`src/rtl/ir_car_gen_if.sv`:
```
// ============================================================================
//  Module      : ir_car_gen_if
//  Description : Signal bundle between the IR data mux and the IR carrier
//                generator. The master drives the envelope and mode controls;
//                the slave (the carrier generator) drives LED and status.
//  Revision    : 1.0 - initial release
// ============================================================================
`default_nettype none

interface ir_car_gen_if;
    logic ir_env_i;
    logic ir_bypass_i;
    logic tx_en_i;
    logic ir_tx_o;
    logic ir_busy_o;
    logic ir_wdt_o;

    modport master (
        output ir_env_i,
        output ir_bypass_i,
        output tx_en_i,
        input  ir_tx_o,
        input  ir_busy_o,
        input  ir_wdt_o
    );

    modport slave (
        input  ir_env_i,
        input  ir_bypass_i,
        input  tx_en_i,
        output ir_tx_o,
        output ir_busy_o,
        output ir_wdt_o
    );
endinterface

`default_nettype wire

```
`src/rtl/ir_car_gen.sv`:
```
// ============================================================================
//  Module      : ir_car_gen
//  Description : IR transmit carrier modulator. Turns an active-high IR
//                envelope into whole periods of a fixed-frequency carrier,
//                with a pass-through mode and an LED on-time watchdog.
//  Revision    : 1.0 - initial release
// ============================================================================
`default_nettype none

module ir_car_gen #(
    parameter int CAR_DIV  = 658,   // carrier period in clk cycles
    parameter int CAR_HIGH = 219,   // high-phase length in clk cycles
    parameter int MAX_PER  = 3800   // max consecutive carrier periods
) (
    input  logic         clk,
    input  logic         rst_n,
    ir_car_gen_if.slave  bus
);

    localparam logic [1:0] IDLE  = 2'd0;
    localparam logic [1:0] BURST = 2'd1;
    localparam logic [1:0] TAIL  = 2'd2;
    localparam logic [1:0] FAULT = 2'd3;

    localparam logic [11:0] CAR_LAST = 12'(CAR_DIV - 1);
    localparam logic [11:0] CAR_HI   = 12'(CAR_HIGH);
    localparam logic [15:0] PER_MAX  = 16'(MAX_PER);

    logic        sync1;
    logic        env_s;
    logic [1:0]  state;
    logic [1:0]  state_nx;
    logic [11:0] car_cnt;
    logic [11:0] car_nx;
    logic [15:0] per_cnt;
    logic [15:0] per_nx;
    logic        tx_r;
    logic        tx_nx;

    logic        car_wrap;
    logic [11:0] car_inc;
    logic [15:0] per_inc;

    // Free-running carrier phase and saturating period count, as seen if the
    // carrier simply keeps going this cycle.
    assign car_wrap = (car_cnt == CAR_LAST);
    assign car_inc  = car_wrap ? 12'd0 : car_cnt + 12'd1;
    assign per_inc  = !car_wrap            ? per_cnt :
                      (per_cnt == 16'hFFFF) ? per_cnt : per_cnt + 16'd1;

    // Envelope synchroniser, state and all registered datapath values.
    always_ff @(posedge clk or negedge rst_n) begin
        if (!rst_n) begin
            sync1   <= 1'b0;
            env_s   <= 1'b0;
            state   <= IDLE;
            car_cnt <= 12'd0;
            per_cnt <= 16'd0;
            tx_r    <= 1'b0;
        end else begin
            sync1   <= bus.ir_env_i;
            env_s   <= sync1;
            state   <= state_nx;
            car_cnt <= car_nx;
            per_cnt <= per_nx;
            tx_r    <= tx_nx;
        end
    end

    // Next state: disable beats bypass beats the carrier FSM. BURST and TAIL
    // share the period-end decision; they differ only in whether the
    // envelope is still present.
    always_comb begin
        state_nx = state;
        if (!bus.tx_en_i || bus.ir_bypass_i) begin
            state_nx = IDLE;
        end else begin
            case (state)
                IDLE: begin
                    if (env_s) state_nx = BURST;
                end
                BURST, TAIL: begin
                    if (car_wrap) begin
                        // A period just completed: a burst that ended here
                        // is legal even if the watchdog limit is reached.
                        if (!env_s)                 state_nx = IDLE;
                        else if (per_inc >= PER_MAX) state_nx = FAULT;
                        else                         state_nx = BURST;
                    end else begin
                        state_nx = env_s ? BURST : TAIL;
                    end
                end
                FAULT: begin
                    if (!env_s) state_nx = IDLE;
                end
                default: state_nx = IDLE;
            endcase
        end
    end

    // Registered-output and counter updates derived from the chosen state.
    // A burst from IDLE starts at phase 0; continuing bursts and tails keep
    // the running phase so merged envelopes produce a seamless carrier.
    always_comb begin
        car_nx = 12'd0;
        per_nx = 16'd0;
        tx_nx  = 1'b0;
        if (!bus.tx_en_i) begin
            tx_nx = 1'b0;
        end else if (bus.ir_bypass_i) begin
            tx_nx = env_s;
        end else if (state_nx == BURST || state_nx == TAIL) begin
            car_nx = (state == IDLE) ? 12'd0 : car_inc;
            per_nx = (state == IDLE) ? 16'd0 : per_inc;
            tx_nx  = (car_nx < CAR_HI);
        end
    end

    assign bus.ir_tx_o   = tx_r;
    assign bus.ir_busy_o = (state != IDLE);
    assign bus.ir_wdt_o  = (state == FAULT);

endmodule

`default_nettype wire

```
`src/flat_wrapper.sv`:
```
// flat-port wrapper written by rule: the top's interface ports become plain ports
module ir_car_gen_flat 
#(
    parameter int CAR_DIV  = 658,                                  
    parameter int CAR_HIGH = 219,                                     
    parameter int MAX_PER  = 3800                                     
)
  (clk, rst_n, bus_ir_env_i, bus_ir_bypass_i, bus_tx_en_i, bus_ir_tx_o, bus_ir_busy_o, bus_ir_wdt_o);
  ir_car_gen_if bus_i ();
  input  logic clk;
  input  logic rst_n;
  input wire logic [$bits(bus_i.ir_env_i)-1:0] bus_ir_env_i;
  input wire logic [$bits(bus_i.ir_bypass_i)-1:0] bus_ir_bypass_i;
  input wire logic [$bits(bus_i.tx_en_i)-1:0] bus_tx_en_i;
  output wire logic [$bits(bus_i.ir_tx_o)-1:0] bus_ir_tx_o;
  output wire logic [$bits(bus_i.ir_busy_o)-1:0] bus_ir_busy_o;
  output wire logic [$bits(bus_i.ir_wdt_o)-1:0] bus_ir_wdt_o;
  assign bus_i.ir_env_i = bus_ir_env_i;
  assign bus_i.ir_bypass_i = bus_ir_bypass_i;
  assign bus_i.tx_en_i = bus_tx_en_i;
  assign bus_ir_tx_o = bus_i.ir_tx_o;
  assign bus_ir_busy_o = bus_i.ir_busy_o;
  assign bus_ir_wdt_o = bus_i.ir_wdt_o;
  ir_car_gen #(.CAR_DIV(CAR_DIV), .CAR_HIGH(CAR_HIGH), .MAX_PER(MAX_PER)) u_core (.clk(clk), .rst_n(rst_n), .bus(bus_i));
endmodule
```
`config.mk`:
```
export PLATFORM = sky130hd
export DESIGN_NAME = ir_car_gen_flat
export DESIGN_NICKNAME = d
export VERILOG_FILES = /design/src/rtl/ir_car_gen_if.sv /design/src/rtl/ir_car_gen.sv /design/src/flat_wrapper.sv
export SDC_FILE = /design/constraint.sdc
export NUM_CORES = 1
export LEC_CHECK = 0
export BUFFER_PORTS_ARGS = -buffer_cell sky130_fd_sc_hd__buf_4
export CAP_MARGIN = 20
export CORE_MARGIN = 4
export CORE_UTILIZATION = 35
export DETAILED_ROUTE_END_ITERATION = 16
export GPL_TIMING_DRIVEN = 0
export PLACE_DENSITY_LB_ADDON = 0.05
export RECOVER_POWER = 100
export SKIP_CTS_REPAIR_TIMING = 1
export SLEW_MARGIN = 15
export SYNTH_ARGS = -nofsm -noshare
export SYNTH_HDL_FRONTEND = slang
export SYNTH_SLANG_ARGS = --single-unit
```
`constraint.sdc`:
```
create_clock -name clk -period 3.11 [get_ports clk]
set_input_delay 0.4665 -clock clk [delete_from_list [all_inputs] [get_ports clk]]
set_output_delay 0.4665 -clock clk [all_outputs]
set_load 0.03 [all_outputs]
```
Yosys cells after proc, flatten, opt, wreduce, memory -nomap -nowiden
Cells that the tools add are included.
{"block": "word_totals", "ff_bits": 33, "output_inout_bits": 3}
{"block": "op_classes", "eq_ne": 7, "addsub": 2, "n_mux": 22, "reduce_logical": 6, "magnitude_cmp": 2}
{"op": "2-to-1 mux 16 bit", "count": 6}
{"op": "2-to-1 mux 12 bit", "count": 5}
{"op": "adder 16 x 1 -> 16 bit, second input constant", "count": 1}
{"op": "== test 16 bit, second input constant", "count": 1}
{"op": ">= comparator 16 x 12 -> 1 bit, second input constant", "count": 1}
{"op": "2-to-1 mux 2 bit", "count": 7}
{"op": "adder 12 x 1 -> 12 bit, second input constant", "count": 1}
{"op": "== test 12 x 10 -> 1 bit, second input constant", "count": 1}
{"op": "less-than comparator 12 x 8 -> 1 bit, second input constant", "count": 1}
{"op": "== test 2 bit, second input constant", "count": 3}
{"op": "one-hot mux 2 bit (3 select lines)", "count": 1}
{"op": "== test 2 x 1 -> 1 bit, second input constant", "count": 2}
{"op": "2-to-1 mux 1 bit", "count": 3}
{"op": "zero test 2 bit", "count": 1}
{"op": "logical OR 1 bit", "count": 2}
{"op": "nonzero test 2 bit", "count": 1}
{"op": "OR reduction 2 bit", "count": 1}
{"op": "zero test 1 bit", "count": 1}

Longest topological paths before layout
Gate-level depths: netlist of the first run.
{"block": "depth", "word_depth": 14, "mapped_depth": 13, "depth_no_buf": 11}

Least setup slack after synthesis of the first run
OpenSTA, ideal clock, no wires.
{"block": "synth_timing", "kind": "register -> register", "startpoint": "reg u_core.car_cnt[0]", "endpoint": "reg u_core.per_cnt[0]", "stages_incl_launch_ff": 12, "arrival_ns": 2.969, "setup_time_ns": 0.139, "period_less_slack_ns": 3.108, "path_buffers": 1, "slack_ns": 0.002, "cell_sequence": "dfrtp_1 ha_1 nor4b_1 nand4_1 nor2_2 mux2_1 or4_1 a221o_1 and4_4 a21oi_4 buf_6 nor3_1"}
{"block": "synth_between", "elab_chain_cells": 13, "elab_cells_between_ends": 15}
{"element": "start: declaration", "line_no": "ir_car_gen.sv:33", "text": "logic [11:0] car_cnt;"}
{"element": "start signal: assignment", "line_no": "ir_car_gen.sv:64", "text": "car_cnt <= car_nx;"}
{"element": "== test 12 x 10 -> 1 bit (*)", "line_no": "ir_car_gen.sv:46", "text": "assign car_wrap = (car_cnt == CAR_LAST);"}
{"element": "2-to-1 mux 16 bit", "line_no": "ir_car_gen.sv:48", "text": "assign per_inc = !car_wrap ? per_cnt :"}
{"element": ">= comparator 16 x 12 -> 1 bit", "line_no": "ir_car_gen.sv:87", "text": "else if (per_inc >= PER_MAX) state_nx = FAULT;"}
{"element": "2-to-1 mux 2 bit", "line_no": "ir_car_gen.sv:87"}
{"element": "2-to-1 mux 2 bit", "line_no": "ir_car_gen.sv:86", "text": "if (!env_s) state_nx = IDLE;"}
{"element": "2-to-1 mux 2 bit", "line_no": "ir_car_gen.sv:83", "text": "if (car_wrap) begin"}
{"element": "one-hot mux 2 bit (3 select lines)", "line_no": "ir_car_gen.sv:78", "text": "case (state)"}
{"element": "2-to-1 mux 2 bit", "line_no": "ir_car_gen.sv:75", "text": "if (!bus.tx_en_i || bus.ir_bypass_i) begin"}
{"element": "== test 2 x 1 -> 1 bit or == test 2 bit (tied branches)", "line_no": "ir_car_gen.sv:112", "text": "end else if (state_nx == BURST || state_nx == TAIL) begin"}
{"element": "logical OR 1 bit", "line_no": "ir_car_gen.sv:112"}
{"element": "2-to-1 mux 16 bit (*)", "line_no": "ir_car_gen.sv:112"}
{"element": "2-to-1 mux 16 bit (*)", "line_no": "ir_car_gen.sv:110", "text": "end else if (bus.ir_bypass_i) begin"}
{"element": "2-to-1 mux 16 bit (*)", "line_no": "ir_car_gen.sv:108", "text": "if (!bus.tx_en_i) begin"}
{"element": "net u_core.per_nx[0]", "line_no": "ir_car_gen.sv:36", "text": "logic [15:0] per_nx;"}
{"element": "end signal: assignment", "line_no": "ir_car_gen.sv:65", "text": "per_cnt <= per_nx;"}
{"element": "end: declaration", "line_no": "ir_car_gen.sv:35", "text": "logic [15:0] per_cnt;"}
The timed path passes the listed nets; every way through them passes the cells marked *.

Worst setup path in the final report of the first run
{"block": "layout_timing", "startpoint": "reg u_core.per_cnt[3]", "endpoint": "reg u_core.per_cnt[8]"}
{"block": "layout_between", "elab_chain_cells": 14, "elab_cells_between_ends": 17}
{"element": "adder 16 x 1 -> 16 bit or == test 16 bit (tied branches)", "line_no": "ir_car_gen.sv:49", "text": "(per_cnt == 16'hFFFF) ? per_cnt : per_cnt + 16'd1;"}
{"element": "2-to-1 mux 16 bit", "line_no": "ir_car_gen.sv:49"}
{"element": "2-to-1 mux 16 bit (*)", "line_no": "ir_car_gen.sv:48"}
{"element": ">= comparator 16 x 12 -> 1 bit", "line_no": "ir_car_gen.sv:87"}
{"element": "2-to-1 mux 2 bit", "line_no": "ir_car_gen.sv:87"}
{"element": "2-to-1 mux 2 bit", "line_no": "ir_car_gen.sv:86"}
{"element": "2-to-1 mux 2 bit", "line_no": "ir_car_gen.sv:83"}
{"element": "one-hot mux 2 bit (3 select lines)", "line_no": "ir_car_gen.sv:78"}
{"element": "2-to-1 mux 2 bit", "line_no": "ir_car_gen.sv:75"}
{"element": "== test 2 x 1 -> 1 bit or == test 2 bit (tied branches)", "line_no": "ir_car_gen.sv:112"}
{"element": "logical OR 1 bit", "line_no": "ir_car_gen.sv:112"}
{"element": "2-to-1 mux 16 bit (*)", "line_no": "ir_car_gen.sv:112"}
{"element": "2-to-1 mux 16 bit (*)", "line_no": "ir_car_gen.sv:110"}
{"element": "2-to-1 mux 16 bit (*)", "line_no": "ir_car_gen.sv:108"}
{"element": "net u_core.per_nx[8]", "line_no": "ir_car_gen.sv:36"}
Marks and branches as above.

==> results of run 1 <==
[stage by stage]
step	hold WS, ps	setup WS, ps	instances	TNS [ps]	total power [mW]
after floorplan	170.9	1.712	229	0	0.4881
after global placement	334.4	-523.3	311	-12950	0.5193
after detailed placement	340.5	-541.5	311	-13180	0.5202
after CTS	138.9	-548.0	319	-13290	0.8906
after global routing	294.9	-342.5	328	-8330	0.9630
final	307.1	-174.3	328	-3834	0.9236
[final timing paths]
| path | end | slack [ps] | depth (start not counted) |
|---|---|---|---|
| max reg2reg | u_core.per_cnt[8] | -170 | 12 |
| min | u_core.sync1 | 310 | 1 |
| min in group asynchronous | u_core.per_cnt[12] | 690 | 1 |
| max | u_core.per_cnt[8] | -170 | 12 |
| min reg2reg | u_core.env_s | 360 | 0 |
| max in group asynchronous | u_core.car_cnt[0] | 1200 | 1 |
[registers in the layout, indices dropped and copies added (netlist names)]
register,count
u_core.bus.ir_tx_o,1
u_core.car_cnt,12
u_core.env_s,1
u_core.per_cnt,16
u_core.state,2
u_core.sync1,1
[cells in the final DEF, fill, tap and decap left out, drive strengths merged, types with 2 or more instances in the layout]
cell type  Yosys  layout
buf            4      14
dfrtp         33      33
nor2          13      13
nor4b          3       3
a21oi          7       7
nand4         10      10
nor3          18      18
nor4          18      18
ha             5       5
xnor2         11      11
mux2i          2       2
o21ai          5       5
nand2b         4       4
a31oi          4       4
nand2         19      19
o211ai         3       3
clkbuf        10      23
xor2          10      10
and4           3       3
nand3         11      11
inv            6       6
a41o           2       2
nor3b          3       3
nor2b          3       3
and3           7       7
[cell type report]
type,count,area (sq um)
Fill cell,580,3174
Tap cell,75,93.84
Sequential cell,33,827.0
Inverter,6,22.52
Multi-Input combinational cell,176,1435
Buffer,12,81.33
Clock buffer,7,96.34
Clock inverter,1,5.005
Timing Repair Buffer,18,185.2
[layer usage]
layer	up-vias	routed length (um)	part of all wire
met5	-	0	0
met4	0	29	0.0055
met3	2	130	0.024
met2	26	2477	0.47
met1	885	2674	0.50
li1	902	-	-
[critical path, cell delays in order, from the launching register on]
cell and delay [ps]:
dfrtp_1 320, buf_2 180, nand3_2 220, nor4_4 400
nor2_2 100, mux2_4 300, or4_4 480, a221o_1 400
and4_4 220, a21oi_4 150, buf_12 160, clkbuf_16 170
nor3_4 40
[kinds of logic after synthesis]
logic type | synth area share
mux | 0.01471
flops | 0.3882
xor+xnor | 0.08647
simple gates | 0.3371
buf+inv | 0.04353
compound gates | 0.1006
fa+ha+maj | 0.02941
[where the power goes]
group	internal [mW]	total (mW)	switching [mW]
clock network	0.200	0.368	0.168
registers	0.433	0.436	0.00312
logic	0.0449	0.120	0.0747
total	0.678	0.924	0.245
==> key figures, run 1 <==
Run status
  – Status: finished, violations left
  – Failing checks: max-capacitance violations, max-slew violations, negative setup slack

STA
  – Worst setup margin: -174.3 ps
  – Final Hold Violating Endpoints: 0
  – Relative slew slack: -0.2516
  – Number of setup violations in the final report: 28
  – Clock skew: 6.888 ps
  – Maximum operating frequency: 304.5 MHz
  – Slew Viols, Final: 34
  – RSZ-0062 raised after global routing: yes
  – Crit share post-route: 1.056
  – Minimum clock period: 3284 ps
  – Worst-margin pin slew: 1877 ps

GRT
  – Largest net degree at the start of global routing: 34
  – Initial antenna violation count: 0
  – Grt ovf: 0
  – First-pass GRT wire length: 8487 um
  – Met2 Use GR: 0.2165
  – Vias in the first global route: 1698
  – GR Util met3: 0.02882
  – M1 GR Usage: 0.2075
  – Layer with the highest usage: met2
  – All-Layer GR Usage: 0.1435

Routing
  – WL/cell: 16.20 um
  – Remaining antenna violation count after routing: 0
  – Final WL: 5312 um
  – Via count: 1815
  – DR pass1 iterations: 4
  – 1st-iter DRT viols: 99
  – Via-to-Cell Ratio: 5.534
  – Post-route DRC: 0

Worst setup path
  – CP Data Required Time: 3240 ps
  – Reg2reg start: u_core.per_cnt[3]
  – Crit path launch type: flip-flop
  – Critical path capture point type: flip-flop
  – Crit Path Class: flip-flop to flip-flop
  – CP startpoint: u_core.per_cnt[3]
  – CP Max Fanout: 8
  – Worst Path Arrival: 3410 ps

Run
  – Max-cap violation count: 1

Cells and area
  – Antenna fix cells: 0
  – Nets: 262
  – Syn-to-layout area delta: 29.12%
  – Layout cells sized above 1: 0.2451
  – Final Util: 0.4639
  – Finished Cell Area: 2746 sq um

Floorplanning
  – Initial Util: 0.3593
  – I/O pins: 8
  – # rows: 28
  – Core ar.: 5921 sq um
  – Die Span Y: 85.96 um
  – Die footprint: 7388 sq um
  – Die Wd: 85.96 um

Clocking
  – Total CTS buffers: 5
  – Clk_lat worst skew: 280 ps
  – Clk sinks: 33
  – CTS tree: yes
  – Root Buffer: clkbuf_8
  – Longest Clk Path Bufs: 2
  – H-tree lvl count: 2
  – Clock-pin slew on the worst setup and hold paths: 70 ps

Pwr
  – P_leak: 1.162 nW
  – Maximum vdd drop: 233.6 uV
  – Pwr dens: 336.3 nW/um^2

Worst hold path
  – Hold path start: bus_ir_env_i
  – Worst Hold Class: input port to flip-flop

Yosys
  – Post-synth EDFFs: 0
  – Mapped cell area: 2127 sq um
  – Top cell type by total area after synthesis: dfrtp_1
  – Sequential area share after synthesis: 0.3882
  – Yosys warnings: 0
  – Top-count cell post-synth: dfrtp_1
  – Synth cell count leaders: dfrtp_1 (33), nand2_1 (19), nor3_1 (18)
  – Main flop type after synthesis: dfrtp_1
  – Syn Inst Count: 229
  – Flop and latch count out of synthesis: 33
  – Syn_nets: 239
  – Syn avg cell area: 9.288 sq um
  – Cell variety after synth: 50
  – Top-area cell type share of the netlist area: 0.3882
  – Ys async rst share: 1.000
  – Synth top area cells: dfrtp_1 (39%), xnor2_1 (4.5%), nor3_1 (4.2%), xor2_1 (4.1%), nor4_1 (3.8%)

Place
  – Dpl hpwl: 3472 um
  – I/O Buffers: 7
  – Dpl cell area: 2273 sq um
  – Routability congestion estimate: 0.7786
Power figures use the tool's default switching activity.
==> run 2: changes to the inputs <==
clock period = 3 ns   (was 3.11 ns; I/O delays follow)
==> run 2 against run 1 <==
  * Flip-flop and latch count did not move
  * Highest routed layer unchanged
  * Core utilization fell by 3.8 points
  * The run still ends with max-capacitance violations, max-slew violations, negative setup slack left
  * Clock skew fell by 1.7 ps
  * Routed wire length fell by 1.9%
  * Clock power fell by 10%
  * Critical endpoint is now u_core.per_cnt[4]
  * Largest power group unchanged
  * Hold slack got worse by 15 ps
  * Via count fell by 2.1%
  * Sequential power rose by 4%
  * Non-clock buffer count fell by 4
  * Maximum frequency fell by 0.22%
  * Setup slack got worse by 120 ps
==> key figures, run 2 (synthesis gave the netlist of run 1 again) <==
Floorplanning
  – Die footprint: 7388 sq um
  – Die Wd: 85.96 um
  – # rows: 28
  – Core ar.: 5921 sq um
  – Initial Util: 0.3593
  – Die Span Y: 85.96 um
  – I/O pins: 8

Worst setup path
  – Crit path launch type: flip-flop
  – CP Data Required Time: 3130 ps
  – Worst path slowest cell: or4_4
  – Crit Path Class: flip-flop to flip-flop
  – CP startpoint: u_core.per_cnt[0]
  – CP Max Fanout: 10
  – Worst Path Arrival: 3420 ps
  – Crit path cell chain: ha_1 -> nand4_1 -> nor4_4 -> nor2_2 -> mux2_4 -> or4_4 -> a221o_1 -> and4_4 -> a21oi_4 -> buf_8 -> nor3_1
  – Critical path capture point type: flip-flop
  – Reg2reg start: u_core.per_cnt[0]
  – Slowest stage delay, CP: 480 ps

Run status
  – Failing checks: max-capacitance violations, max-slew violations, negative setup slack
  – Status: finished, violations left

Worst hold path
  – Worst Hold Class: input port to flip-flop
  – Hold path start: bus_ir_env_i

Routing
  – DR pass1 iterations: 6
  – 1st-iter DRT viols: 50
  – WL/cell: 16.09 um
  – Final WL: 5213 um
  – Post-route DRC: 0
  – Via-to-Cell Ratio: 5.481
  – Remaining antenna violation count after routing: 0
  – Via count: 1776

Place
  – Dpl hpwl: 3447 um
  – Routability congestion estimate: 0.8015
  – I/O Buffers: 7
  – Dpl cell area: 2285 sq um

Pwr
  – Maximum vdd drop: 179.8 uV
  – P_leak: 0.9714 nW
  – Pwr dens: 346.2 nW/um^2
  – Power after layout: 0.8724 mW

STA
  – RSZ-0062 raised after global routing: yes
  – Number of setup violations in the final report: 28
  – Maximum operating frequency: 303.8 MHz
  – Worst-margin pin slew: 1942 ps
  – Worst setup margin: -291.6 ps
  – Clock skew: 5.195 ps
  – Crit share post-route: 1.097
  – Minimum clock period: 3292 ps
  – Relative slew slack: -0.2949
  – Slew Viols, Final: 34
  – Final Hold Violating Endpoints: 0

Cells and area
  – Layout fillers: 609
  – Layout cells sized above 1: 0.2249
  – Largest registers: u_core.per_cnt x16, u_core.car_cnt x12, u_core.state x2
  – Finished Cell Area: 2520 sq um
  – Nets: 258
  – Commonest non-fill, non-tap cell in the layout: dfrtp_1
  – Antenna fix cells: 0
  – Final Util: 0.4256
  – Syn-to-layout area delta: 18.47%
  – Largest register FFs: 16
  – Leading cell types in the layout, fill and taps excluded: dfrtp_1 (32), nand2_1 (19), clkbuf_1 (15), nor4_2 (12)
  – Top reg by flops: u_core.per_cnt

Clocking
  – H-tree lvl count: 2
  – Total CTS buffers: 5
  – Clk_lat worst skew: 280 ps
  – Clk sinks: 33
  – Longest Clk Path Bufs: 2
  – CTS tree: yes
  – Root Buffer: clkbuf_8
  – Clock-pin slew on the worst setup and hold paths: 70 ps

GRT
  – Largest net degree at the start of global routing: 34
  – All-Layer GR Usage: 0.1472
  – Vias in the first global route: 1768
  – Initial antenna violation count: 0
  – Grt ovf: 0
  – First-pass GRT wire length: 8604 um

Run
  – Max-cap violation count: 1
run 2: cell count changes in the layout (fill, tap and decap cells not counted), moves of 4 or more:
cell	previous run	this run
nor4_2	1	12
clkbuf_1	11	15
nor4_4	7	1
nor3_4	9	1
nor4_1	10	5
nor3_2	1	6
run 2: cell type report:
cell class              count  area, sq um  area share
multi-input cells         176         1335      0.5298
clock buffers               8        80.08     0.03178
inverters                   6        22.52    0.008937
plain buffers              13        71.32     0.02830
repair buffers             13        90.09     0.03575
well taps                  75        93.84     0.03724
flip-flops and latches     33        827.0      0.3282
run 2: where the power goes:
group,switching [mW],internal [mW]
Sequential,0.00329,0.449
Clock,0.166,0.165
Combinational,0.0629,0.0266
run 2: final timing paths:
| check | endpoint | slack [ps] | cells past startpoint |
|---|---|---|---|
| worst min register to register | u_core.env_s | 360 | 0 |
| worst min-delay path | u_core.sync1 | 290 | 1 |
| max in group asynchronous | u_core.car_cnt[0] | 1040 | 1 |
| worst max register to register | u_core.per_cnt[4] | -290 | 11 |
| worst max-delay path | u_core.per_cnt[4] | -290 | 11 |
| min in group asynchronous | u_core.per_cnt[9] | 690 | 1 |
run 2: critical path: cells and delay by family, from the launching register on:
family                     cells  cell delay (ps)
DFF                            1              430
and+or+nand+nor                6             1300
AOI/OAI and AO/OA              2              660
buffers and inverters          1              190
muxes                          1              300
adders and majority gates      1              260
run 2: through the flow:
step / setup TNS (ps) / setup slack (ps) / cells / hold WS, ps
finish: -7495 / -291.6 / 324 / 292.4
global route: -11100 / -422.6 / 324 / 274.2
CTS: -11180 / -469.0 / 319 / 123.1
detailed placement: -10350 / -437.2 / 311 / 344.3
global placement: -10240 / -429.0 / 311 / 336.6
floorplan: 0 / 31.74 / 229 / 154.4
run 2: per-layer routing:
metal  track usage  share of wire  up-vias
met4       0.06763          0.014        0
li1              -              -      886
met5             0              0        -
met3       0.02498          0.022        5
met2        0.2327           0.45       17
met1        0.1956           0.51      868
==> run 3: changes to the inputs <==
CORE_UTILIZATION = 55   (was 35)
GPL_TIMING_DRIVEN = unset   (was 0)
==> run 3 against run 2 <==
  * The flow still finishes with violations (max-capacitance violations, max-slew violations, negative setup slack)
  * Cell area increased by 1.0%
  * First-iteration DRC count increased by 96%
  * Largest power group unchanged
  * Clock-buffer cell count down 1
  * Register-to-register slack improved by 200 ps
  * Die area shrank 33%
  * Sequential power barely moved
  * Core utilization rose by 26 points
  * Critical endpoint unchanged
  * Clock skew decreased by 0.70 ps
  * Via count increased by 5.3%
  * Total power decreased by 0.39%
  * Cell count fell by 6.8%
==> key figures, run 3 (synthesis gave the netlist of run 1 again) <==
STA
  – Final hold slack: 298.1 ps
  – Slew Viols, Final: 34
  – Relative slew slack: -0.2108
  – Worst setup margin: -95.12 ps
  – Crit share post-route: 1.032
  – Clock skew: 4.490 ps
  – Number of setup violations in the final report: 28
  – Final Hold Violating Endpoints: 0
  – Setup TNS: -2028 ps
  – Maximum operating frequency: 323.1 MHz
  – RSZ-0062 raised after global routing: yes
  – Worst-margin pin slew: 1816 ps
  – Minimum clock period: 3095 ps

GRT
  – Initial antenna violation count: 0
  – Layer with the highest usage: met2
  – Largest net degree at the start of global routing: 34
  – M1 GR Usage: 0.2652
  – All-Layer GR Usage: 0.2074
  – GR Util met3: 0.05468
  – Vias in the first global route: 1823
  – Grt ovf: 0
  – Met2 Use GR: 0.3484
  – First-pass GRT wire length: 8328 um

Floorplanning
  – Die Span Y: 70.19 um
  – # rows: 22
  – I/O pins: 8
  – Die footprint: 4926 sq um
  – Core ar.: 3689 sq um
  – Die Wd: 70.19 um
  – Initial Util: 0.5767

Pwr
  – Power after layout: 0.8689 mW
  – P_leak: 1.048 nW
  – Maximum vdd drop: 207.3 uV
  – Pwr dens: 341.3 nW/um^2

Cells and area
  – Layout fillers: 310
  – Largest registers: u_core.per_cnt x16, u_core.car_cnt x12, u_core.state x2
  – Non-Filler Instances: 302
  – Syn-to-layout area delta: 19.71%
  – Layout cells sized above 1: 0.2402
  – Commonest non-fill, non-tap cell in the layout: dfrtp_1
  – Nets: 264
  – Top reg by flops: u_core.per_cnt
  – Leading cell types in the layout, fill and taps excluded: dfrtp_1 (33), buf_4 (24), nand2_1 (19), nor3_1 (16)
  – Largest register FFs: 16
  – Finished Cell Area: 2546 sq um
  – Antenna fix cells: 0

Worst setup path
  – Crit Path Class: flip-flop to flip-flop
  – CP Max Fanout: 20
  – Crit path launch type: flip-flop
  – Worst R2R Setup Slack: -100 ps
  – Reg2reg start: u_core.car_cnt[1]
  – Worst setup path endpoint: u_core.per_cnt[4]
  – Worst Path Arrival: 3240 ps
  – Critical R2R Capture: u_core.per_cnt[4]
  – Worst r2r path cells: 12
  – CP Data Required Time: 3150 ps
  – CP startpoint: u_core.car_cnt[1]
  – Critical path capture point type: flip-flop

Routing
  – WL/cell: 16.15 um
  – DR pass1 iterations: 4
  – Final WL: 4877 um
  – Post-route DRC: 0
  – Via-to-Cell Ratio: 6.195
  – 1st-iter DRT viols: 98
  – Via count: 1871
  – Remaining antenna violation count after routing: 0

Place
  – Dpl hpwl: 3394 um
  – Routability congestion estimate: 0.8111
  – Inst Count DP: 295
  – Dpl cell area: 2391 sq um
  – I/O Buffers: 7

Clocking
  – CTS tree: yes
  – Clock-pin slew on the worst setup and hold paths: 70 ps
  – Clk_lat worst skew: 280 ps
  – Longest Clk Path Bufs: 2
  – Root Buffer: clkbuf_8
  – Clk sinks: 33
  – Total CTS buffers: 5
  – H-tree lvl count: 2

Run status
  – Status: finished, violations left
  – Failing checks: max-capacitance violations, max-slew violations, negative setup slack

Worst hold path
  – Worst Hold Class: input port to flip-flop
  – WHS Path Cells: 1

Run
  – Max-cap violation count: 1
run 3: report_power, final:
part	total (mW)	internal, mW	leakage, nW	switching (mW)
logic	0.0794	0.0230	0.549	0.0564
registers	0.452	0.449	0.455	0.00327
clock network	0.337	0.182	0.0443	0.155
total	0.869	0.654	1.05	0.215
run 3: worst min-delay path by stage:
| stage | endpoint | startpoint |
|---|---|---|
| 6_report | u_core.sync1 | bus_ir_env_i |
| 5_1_grt | u_core.sync1 | bus_ir_env_i |
| 4_1_cts | u_core.sync1 | rst_n |
| 3_5_place_dp | u_core.env_s | u_core.sync1 |
| 3_3_place_gp | u_core.env_s | u_core.sync1 |
| 2_1_floorplan | u_core.bus.ir_tx_o | rst_n |
run 3: worst max-delay path, cell delays in order (launching register included):
cell and delay [ps]:
dfrtp_1 380, inv_1 60, ha_2 170, nor4b_4 180, nand4_1 220, nor2_2 200
mux2_4 310, or4_4 470, a221o_1 350, and4_4 200, a21oi_4 160, buf_12 190
nor3_1 70
run 3: area by class of cell:
type / count / area (sq um) / area share
Multi-Input combinational cell: 176 / 1297 / 0.5096
Sequential cell: 33 / 825.8 / 0.3243
Timing Repair Buffer: 32 / 254.0 / 0.09975
Clock buffer: 7 / 86.33 / 0.03391
Tap cell: 48 / 60.06 / 0.02359
Inverter: 6 / 22.52 / 0.008845
run 3: metrics by stage:
step | setup slack [ps] | util
finish | -95.12 | 0.6903
global route | -248.4 | 0.6903
CTS | -92.40 | 0.6716
detailed placement | -77.92 | 0.6482
global placement | 79.74 | 0.6482
floorplan | 31.74 | -
run 3: metal layers:
metal | vias up | part of all wire | wire length [um]
li1 | 898 | - | -
met1 | 922 | 0.45 | 2216
met2 | 45 | 0.50 | 2443
met3 | 6 | 0.037 | 180
met4 | 0 | 0.0074 | 36
met5 | - | 0 | 0
